--- src/rtl/pipe_ctrl_pkg.sv ---
// -----------------------------------------------------------------------------
// pipe_ctrl_pkg
// Shared definitions for the RV32I pipeline sequencing controller:
//   - FSM state encoding for the interrupt entry sequence
//   - register/word zero constants, write-enable, hold and flush levels
//   - load-instruction indication level
//   - reg_match(): nonzero source register equal to a destination register
// No ports (package).
// -----------------------------------------------------------------------------
package pipe_ctrl_pkg;

   typedef enum logic [1:0] {
      ST_RUN       = 2'd0,
      ST_IRQ_ENTER = 2'd1,
      ST_IRQ_JUMP  = 2'd2
   } pipe_state_e;

   localparam logic [4:0]  ZERO_REG      = 5'd0;
   localparam logic [31:0] ZERO_WORD     = 32'h0000_0000;
   localparam logic        WRITE_ENABLE  = 1'b1;
   localparam logic        WRITE_DISABLE = 1'b0;
   localparam logic        HOLD          = 1'b1;
   localparam logic        NO_HOLD       = 1'b0;
   localparam logic        FLUSH         = 1'b1;
   localparam logic        NO_FLUSH      = 1'b0;
   localparam logic        LOAD_YES      = 1'b1;

   // x0 is never a real dependency, so a zero source register never matches.
   function automatic logic reg_match(input logic [4:0] rd, input logic [4:0] rs);
      return (rs != ZERO_REG) && (rs == rd);
   endfunction

endpackage

--- src/rtl/pipe_ctrl_hazard_detect.sv ---
// -----------------------------------------------------------------------------
// pipe_ctrl_hazard_detect
// Combinational load-use hazard compare between the load in EX and the
// operands being read in decode.
// Ports:
//   ex_is_load_i     in   instruction in EX is a load
//   ex_reg_we_i      in   EX instruction writes rd
//   ex_reg_waddr_i   in   EX rd
//   id_reg1_raddr_i  in   decode rs1 (0 = none)
//   id_reg2_raddr_i  in   decode rs2 (0 = none)
//   load_use_o       out  load-use hazard present
// -----------------------------------------------------------------------------
module pipe_ctrl_hazard_detect
   import pipe_ctrl_pkg::*;
(
   input  logic       ex_is_load_i,
   input  logic       ex_reg_we_i,
   input  logic [4:0] ex_reg_waddr_i,
   input  logic [4:0] id_reg1_raddr_i,
   input  logic [4:0] id_reg2_raddr_i,
   output logic       load_use_o
);

   logic ex_load_wr_s;
   logic src_hit_s;

   assign ex_load_wr_s = (ex_is_load_i == LOAD_YES) && (ex_reg_we_i == WRITE_ENABLE) &&
                         (ex_reg_waddr_i != ZERO_REG);
   assign src_hit_s    = reg_match(ex_reg_waddr_i, id_reg1_raddr_i) ||
                         reg_match(ex_reg_waddr_i, id_reg2_raddr_i);
   assign load_use_o   = ex_load_wr_s && src_hit_s;

endmodule

--- src/rtl/pipe_ctrl.sv ---
// -----------------------------------------------------------------------------
// pipe_ctrl
// Pipeline sequencing controller for the 5-stage RV32I core. Generates hold
// and flush controls for PC, if_id and id_ex from (in priority order) EX
// redirects, EX busy, load-use hazards and interrupt entry, and drives the
// single redirect port into PC generation.
// Optional feature macro: PIPE_CTRL_PERF_EN adds saturating stall_cnt_o and
// flush_cnt_o performance counters.
// Ports:
//   clk, rst                        clock, synchronous active-high reset
//   ex_jump_flag_i / ex_jump_addr_i EX taken branch/jump and its target
//   ex_busy_i                       EX multi-cycle op in progress
//   ex_is_load_i, ex_reg_we_i, ex_reg_waddr_i  EX load / rd write info
//   id_reg1_raddr_i, id_reg2_raddr_i           decode source registers
//   id_inst_addr_i                  PC of the decode instruction
//   irq_req_i / irq_vec_i           level interrupt request and handler addr
//   irq_ack_o / irq_epc_o           handler redirect pulse and saved PC
//   hold_*_o / flush_*_o            pipeline register controls
//   jump_flag_o / jump_addr_o       PC redirect
//   stall_cnt_o / flush_cnt_o       (PIPE_CTRL_PERF_EN only)
// -----------------------------------------------------------------------------
module pipe_ctrl
   import pipe_ctrl_pkg::*;
#(
   parameter int unsigned IRQ_HOLDOFF = 2,
   parameter logic [31:0] RESET_VEC   = 32'h0000_0000
)
(
   input  logic        clk,
   input  logic        rst,
   input  logic        ex_jump_flag_i,
   input  logic [31:0] ex_jump_addr_i,
   input  logic        ex_busy_i,
   input  logic        ex_is_load_i,
   input  logic        ex_reg_we_i,
   input  logic [4:0]  ex_reg_waddr_i,
   input  logic [4:0]  id_reg1_raddr_i,
   input  logic [4:0]  id_reg2_raddr_i,
   input  logic [31:0] id_inst_addr_i,
   input  logic        irq_req_i,
   input  logic [31:0] irq_vec_i,
   output logic        irq_ack_o,
   output logic [31:0] irq_epc_o,
   output logic        hold_pc_o,
   output logic        hold_if_id_o,
   output logic        hold_id_ex_o,
   output logic        flush_if_id_o,
   output logic        flush_id_ex_o,
`ifdef PIPE_CTRL_PERF_EN
   output logic [31:0] stall_cnt_o,
   output logic [31:0] flush_cnt_o,
`endif
   output logic        jump_flag_o,
   output logic [31:0] jump_addr_o
);

   localparam logic [3:0] HOLDOFF_LOAD = 4'(IRQ_HOLDOFF);

   pipe_state_e state_r, next_state_s;
   logic [31:0] epc_r;
   logic [31:0] vec_r;
   logic [31:0] last_jump_addr_r;
   logic [3:0]  holdoff_r;
   logic        load_use_s;
   logic        irq_take_s;
   logic        jump_flag_s;
   logic [31:0] jump_target_s;

   pipe_ctrl_hazard_detect u_hazard_detect (
      .ex_is_load_i    (ex_is_load_i),
      .ex_reg_we_i     (ex_reg_we_i),
      .ex_reg_waddr_i  (ex_reg_waddr_i),
      .id_reg1_raddr_i (id_reg1_raddr_i),
      .id_reg2_raddr_i (id_reg2_raddr_i),
      .load_use_o      (load_use_s)
   );

   // Control decode: priority resolution in RUN and the fixed interrupt steps.
   always_comb begin
      next_state_s  = state_r;
      irq_take_s    = 1'b0;
      jump_flag_s   = 1'b0;
      jump_target_s = last_jump_addr_r;
      hold_pc_o     = NO_HOLD;
      hold_if_id_o  = NO_HOLD;
      hold_id_ex_o  = NO_HOLD;
      flush_if_id_o = NO_FLUSH;
      flush_id_ex_o = NO_FLUSH;
      irq_ack_o     = 1'b0;
      case (state_r)
         ST_RUN: begin
            if (ex_jump_flag_i) begin
               jump_flag_s   = 1'b1;
               jump_target_s = ex_jump_addr_i;
               flush_if_id_o = FLUSH;
               flush_id_ex_o = FLUSH;
            end else if (ex_busy_i) begin
               hold_pc_o    = HOLD;
               hold_if_id_o = HOLD;
               hold_id_ex_o = HOLD;
            end else if (load_use_s) begin
               // One bubble suffices: the load leaves EX next cycle.
               hold_pc_o     = HOLD;
               hold_if_id_o  = HOLD;
               flush_id_ex_o = FLUSH;
            end else if (irq_req_i && (holdoff_r == 4'd0)) begin
               irq_take_s    = 1'b1;
               next_state_s  = ST_IRQ_ENTER;
               hold_pc_o     = HOLD;
               hold_if_id_o  = HOLD;
               flush_id_ex_o = FLUSH;
            end else begin
               next_state_s = ST_RUN;
            end
         end
         ST_IRQ_ENTER: begin
            // EX holds a bubble now, so EX-side requests cannot occur.
            next_state_s = ST_IRQ_JUMP;
            hold_pc_o    = HOLD;
            hold_if_id_o = HOLD;
         end
         ST_IRQ_JUMP: begin
            next_state_s  = ST_RUN;
            jump_flag_s   = 1'b1;
            jump_target_s = vec_r;
            flush_if_id_o = FLUSH;
            flush_id_ex_o = FLUSH;
            irq_ack_o     = 1'b1;
         end
         default: begin
            next_state_s = ST_RUN;
         end
      endcase
   end

   assign jump_flag_o = jump_flag_s;
   assign jump_addr_o = jump_target_s;
   assign irq_epc_o   = epc_r;

   // FSM state, interrupt latches, last redirect target and holdoff counter.
   always_ff @(posedge clk) begin
      if (rst) begin
         state_r          <= ST_RUN;
         epc_r            <= RESET_VEC;
         vec_r            <= RESET_VEC;
         last_jump_addr_r <= RESET_VEC;
         holdoff_r        <= 4'd0;
      end else begin
         state_r <= next_state_s;
         if (irq_take_s) begin
            epc_r <= id_inst_addr_i;
            vec_r <= irq_vec_i;
         end
         if (jump_flag_s) begin
            last_jump_addr_r <= jump_target_s;
         end
         if (state_r == ST_IRQ_JUMP) begin
            holdoff_r <= HOLDOFF_LOAD;
         end else if ((state_r == ST_RUN) && (holdoff_r != 4'd0)) begin
            holdoff_r <= holdoff_r - 4'd1;
         end
      end
   end

`ifdef PIPE_CTRL_PERF_EN
   logic [31:0] stall_cnt_r;
   logic [31:0] flush_cnt_r;

   // Saturating stall and flush event counters.
   always_ff @(posedge clk) begin
      if (rst) begin
         stall_cnt_r <= ZERO_WORD;
         flush_cnt_r <= ZERO_WORD;
      end else begin
         if (hold_pc_o && (stall_cnt_r != 32'hFFFF_FFFF)) begin
            stall_cnt_r <= stall_cnt_r + 32'd1;
         end
         if (flush_if_id_o && (flush_cnt_r != 32'hFFFF_FFFF)) begin
            flush_cnt_r <= flush_cnt_r + 32'd1;
         end
      end
   end

   assign stall_cnt_o = stall_cnt_r;
   assign flush_cnt_o = flush_cnt_r;
`endif

endmodule

--- config.mk ---
export PLATFORM = sky130hd
export DESIGN_NAME = pipe_ctrl
export DESIGN_NICKNAME = d
export VERILOG_FILES = /design/src/rtl/pipe_ctrl_pkg.sv /design/src/rtl/pipe_ctrl_hazard_detect.sv /design/src/rtl/pipe_ctrl.sv
export SDC_FILE = /design/constraint.sdc
export NUM_CORES = 1
export LEC_CHECK = 0
export CORE_MARGIN = 8
export CORE_UTILIZATION = 48
export CTS_CLUSTER_SIZE = 28
export DETAILED_ROUTE_END_ITERATION = 6
export GPL_ROUTABILITY_DRIVEN = 0
export PLACE_DENSITY = 0.9
export SYNTH_ARGS = -nofsm -noshare
export SYNTH_HDL_FRONTEND = slang
export SYNTH_SLANG_ARGS = --single-unit
--- constraint.sdc ---
create_clock -name clk -period 6 [get_ports clk]
set_input_delay 1.5 -clock clk [delete_from_list [all_inputs] [get_ports clk]]
set_output_delay 1.5 -clock clk [all_outputs]
set_load 0.005 [all_outputs]
==> key figures <==
STA
  – Fin crit share: 87.0%
  – RSZ-0062 raised after global routing: no
  – Setup TNS: 0 ns
  – Relative slew slack: 19.7%
  – Worst Max-Slew Pin Slew: 1.21 ns
  – Fin. Hold Viols: 0
  – F_max: 192 MHz
  – Worst Skew: 0.0107 ns
  – Period minus WS final: 5.22 ns
  – Slew Limit Fails: 0
  – Final setup fails: 0

Critical path
  – CP Max Fanout: 3
  – Critical path class: in2out
  – CP Launch Point: id_reg2_raddr_i[1]
  – Crit path capture type: primary output
  – R2R cell count: 7
  – Reg-to-reg endpoint: vec_r[0]$_SDFFE_PP0P_
  – Crit start category: primary input
  – Worst Path Required: between 4 and 5 ns
  – Crit path capture: hold_if_id_o
  – R2r startpoint: holdoff_r[1]$_SDFFE_PP0P_
  – CP arrival: approximately 3.7 ns
  – R2r setup slk: 3.25 ns

Global route
  – GRT Residual Overflow: 0
  – First-pass GRT wire length: 23700 µm
  – Initial antenna violation count: 1
  – Number of global-route vias before repair: around 4700
  – Total GRT Usage: 20.1%
  – Largest net degree at the start of global routing: 167

Routing
  – DR iter-0 viols: 248
  – WL/cell: ~17 µm
  – Vias/cell: about 5.2
  – Vias after detailed routing: approximately 4500
  – Residual DRC: 0
  – Pre-Repair DR Iteration Count: 4
  – Post-DRT Antenna Nets: 0
  – Routed WL: 14700 µm

Logic synthesis
  – EDFF count, synth: 0
  – Main synth FF type: dfxtp_1
  – Syn Std Cell Area: 0.00514 mm²
  – Post-synth ARST share: 0%
  – Top cell type by total area after synthesis: dfxtp_1
  – Yosys reg bits: between 100 and 150
  – Share of the synthesized area in the top cell type: between 30% and 40%
  – Post-Syn Nets: approximately 700
  – Sequential cell area fraction in the yosys report: 39.7%
  – Top post-synthesis cells by area: dfxtp_1 (40%), nand2b_1 (16%), mux2i_1 (13%), nor2b_1 (8.3%), a22oi_1 (4.8%)
  – Mapped Cells: approximately 560
  – Synth warnings: 0
  – Mean Syn Cell Area: roughly 9 µm²
  – Cell variety after synth: 33

Final layout
  – P&R area growth vs syn: 39.2%
  – # diodes: 0
  – Fin nets: 840
  – FILL cells: between 700 and 800
  – Share of layout cells above drive strength 1: 3.72%

Pwr
  – Clock network fraction of total power: 26.0%
  – Net Sw Frac: 27.3%
  – Net Switching: 0.000458 W
  – Combinational fraction of design power: 27.9%
  – Internal: between 0.001 and 0.0015 W
  – Seq pwr share: between 40% and 50%
  – P_leak: 2.43 nW
  – Peak VDD IR: 154 µV
  – Power per Cell Area: 235 mW/mm²
  – Final Power: 0.00168 W

Die
  – Die width: 119 µm
  – Initial Util: 49.6%
  – Die height: 119 µm
  – Die ar.: 0.0143 mm²
  – I/O Pins: 189
  – Core area: slightly above 0.01 mm²
  – Core Rows: 37

Placement
  – Post-DP HPWL: 10600 µm
  – Port-buffer cells: 188

Clock tree
  – Sink Count: 102
  – PostCTS Resize Cnt: 0
  – TritonCTS clock tree: built
  – Clock-pin slew on the worst setup and hold paths: roughly 0.08 ns
  – Postcts setup bufs: 0
  – H-tree depth: 3
  – CTS Hold Buffers Added: 0
  – Root buf cell: clkbuf_8
  – Clock latency on the worst-skew pair: approximately 0.35 ns
  – Inserted Clock Buffers: 9
  – Clock buffer depth: 2

Outcome
  – Run status: finished, final reports clean

Min path
  – Worst hold path type: reg2reg

Job
  – Maximum Capacitance Violations: 0
[state kept, by name (all words and copies together), names as in the netlist]
register	cells
irq_epc_o	32
last_jump_addr_r	32
vec_r	32
holdoff_r	4
state_r	2
[area by class of cell]
cell class	count	area [µm²]	area share, %
clock buffers	13	159	2.22
well taps	136	170	2.38
repair buffers	194	1920	26.9
multi-input cells	411	2810	39.3
clock inverters	3	42.5	0.594
inverters	2	7.51	0.105
flip-flops and latches	102	2040	28.5
[logic make-up after synthesis]
group	count (synthesis)	share of synthesized area, %
AOI/OAI and AO/OA	112	13.2
xor gates and xnor gates	8	1.36
adders and majority gates	2	0.487
buffers and inverters	49	5.70
DFF	102	39.7
muxes	65	12.7
and+or+nand+nor	224	26.8
[routing by layer]
layer,GRT usage (%),wire length (µm),part of all wire (%)
met1,22.5,6060,41
met4,8.12,300,2.0
met3,7.27,1240,8.4
met2,33.9,7110,48
met5,0,13,0.088
[stage by stage]
stage | hold WS (ns) | instance area (µm²) | cells | utilization (%) | worst slack [ns]
2_1_floorplan | 0.448 | 5140 | 562 | - | 1.66
3_3_place_gp | 0.458 | 6960 | 845 | 67.1 | 0.869
3_5_place_dp | 0.465 | 6960 | 845 | 67.1 | 0.797
4_1_cts | 0.483 | 7160 | 861 | 69.0 | 0.789
5_1_grt | 0.502 | 7160 | 861 | 69.0 | 0.666
6_report | 0.476 | 7160 | 861 | 69.0 | 0.779
[cells in the mapped netlist (2+ instances only)]
library cell and count:
o21ai_0 33, inv_1 2, dfxtp_1 102, nor2_1 10, xnor2_1 8, nor2b_1 68
clkbuf_1 37, buf_4 3, ha_1 2, a21oi_1 37, a211oi_1 2, nand2b_1 129
nand4_1 2, a22oi_1 33, mux2i_1 65, a221oi_1 2, and2_1 2, nor3_1 4
or4_1 2, buf_12 6
[power groups by stage]
stage	Combinational (W)	Clock, W	Sequential, W
2_1_floorplan	0.000269	0	0.000776
5_1_grt	0.000508	0.000481	0.000783
3_5_place_dp	0.000467	0	0.000789
4_1_cts	0.000470	0.000452	0.000774
3_3_place_gp	0.000447	0	0.000784
6_report	0.000468	0.000437	0.000774
[critical path, stage by stage]
cell and delay [ns]:
clkdlybuf4s50_1 0.44, or4_1 0.52, a21oi_1 0.15, o22ai_1 0.19, a221oi_1 0.31, o21ai_0 0.15
clkdlybuf4s50_1 0.47
[worst min path at each step]
| stage | start | endpoint | depth (start not counted) |
|---|---|---|---|
| 2_1_floorplan | vec_r[13]$_SDFFE_PP0P_ | vec_r[13]$_SDFFE_PP0P_ | 2 |
| 3_3_place_gp | irq_epc_o[16]$_SDFFE_PP0P_ | irq_epc_o[16]$_SDFFE_PP0P_ | 2 |
| 4_1_cts | irq_epc_o[28]$_SDFFE_PP0P_ | irq_epc_o[28]$_SDFFE_PP0P_ | 2 |
| 5_1_grt | irq_epc_o[15]$_SDFFE_PP0P_ | irq_epc_o[15]$_SDFFE_PP0P_ | 2 |
| 3_5_place_dp | vec_r[11]$_SDFFE_PP0P_ | vec_r[11]$_SDFFE_PP0P_ | 2 |
| 6_report | irq_epc_o[16]$_SDFFE_PP0P_ | irq_epc_o[16]$_SDFFE_PP0P_ | 2 |
[cell usage in the layout (no fill, tap or decap), types with 2 or more instances in the layout]
master	instances
a211oi_1	2
nor2_1	10
dfxtp_1	101
nor3_1	4
inv_1	2
clkbuf_1	2
and2_1	2
mux2i_1	65
or4_1	2
nand2b_1	129
nand4_1	2
xnor2_1	8
o21ai_0	33
a221oi_1	2
clkdlybuf4s50_1	187
nor2b_1	66
a21oi_1	37
clkbuf_8	11
a22oi_1	33
ha_1	2
buf_4	7
nor2b_2	2
Power figures use the tool's default switching activity.
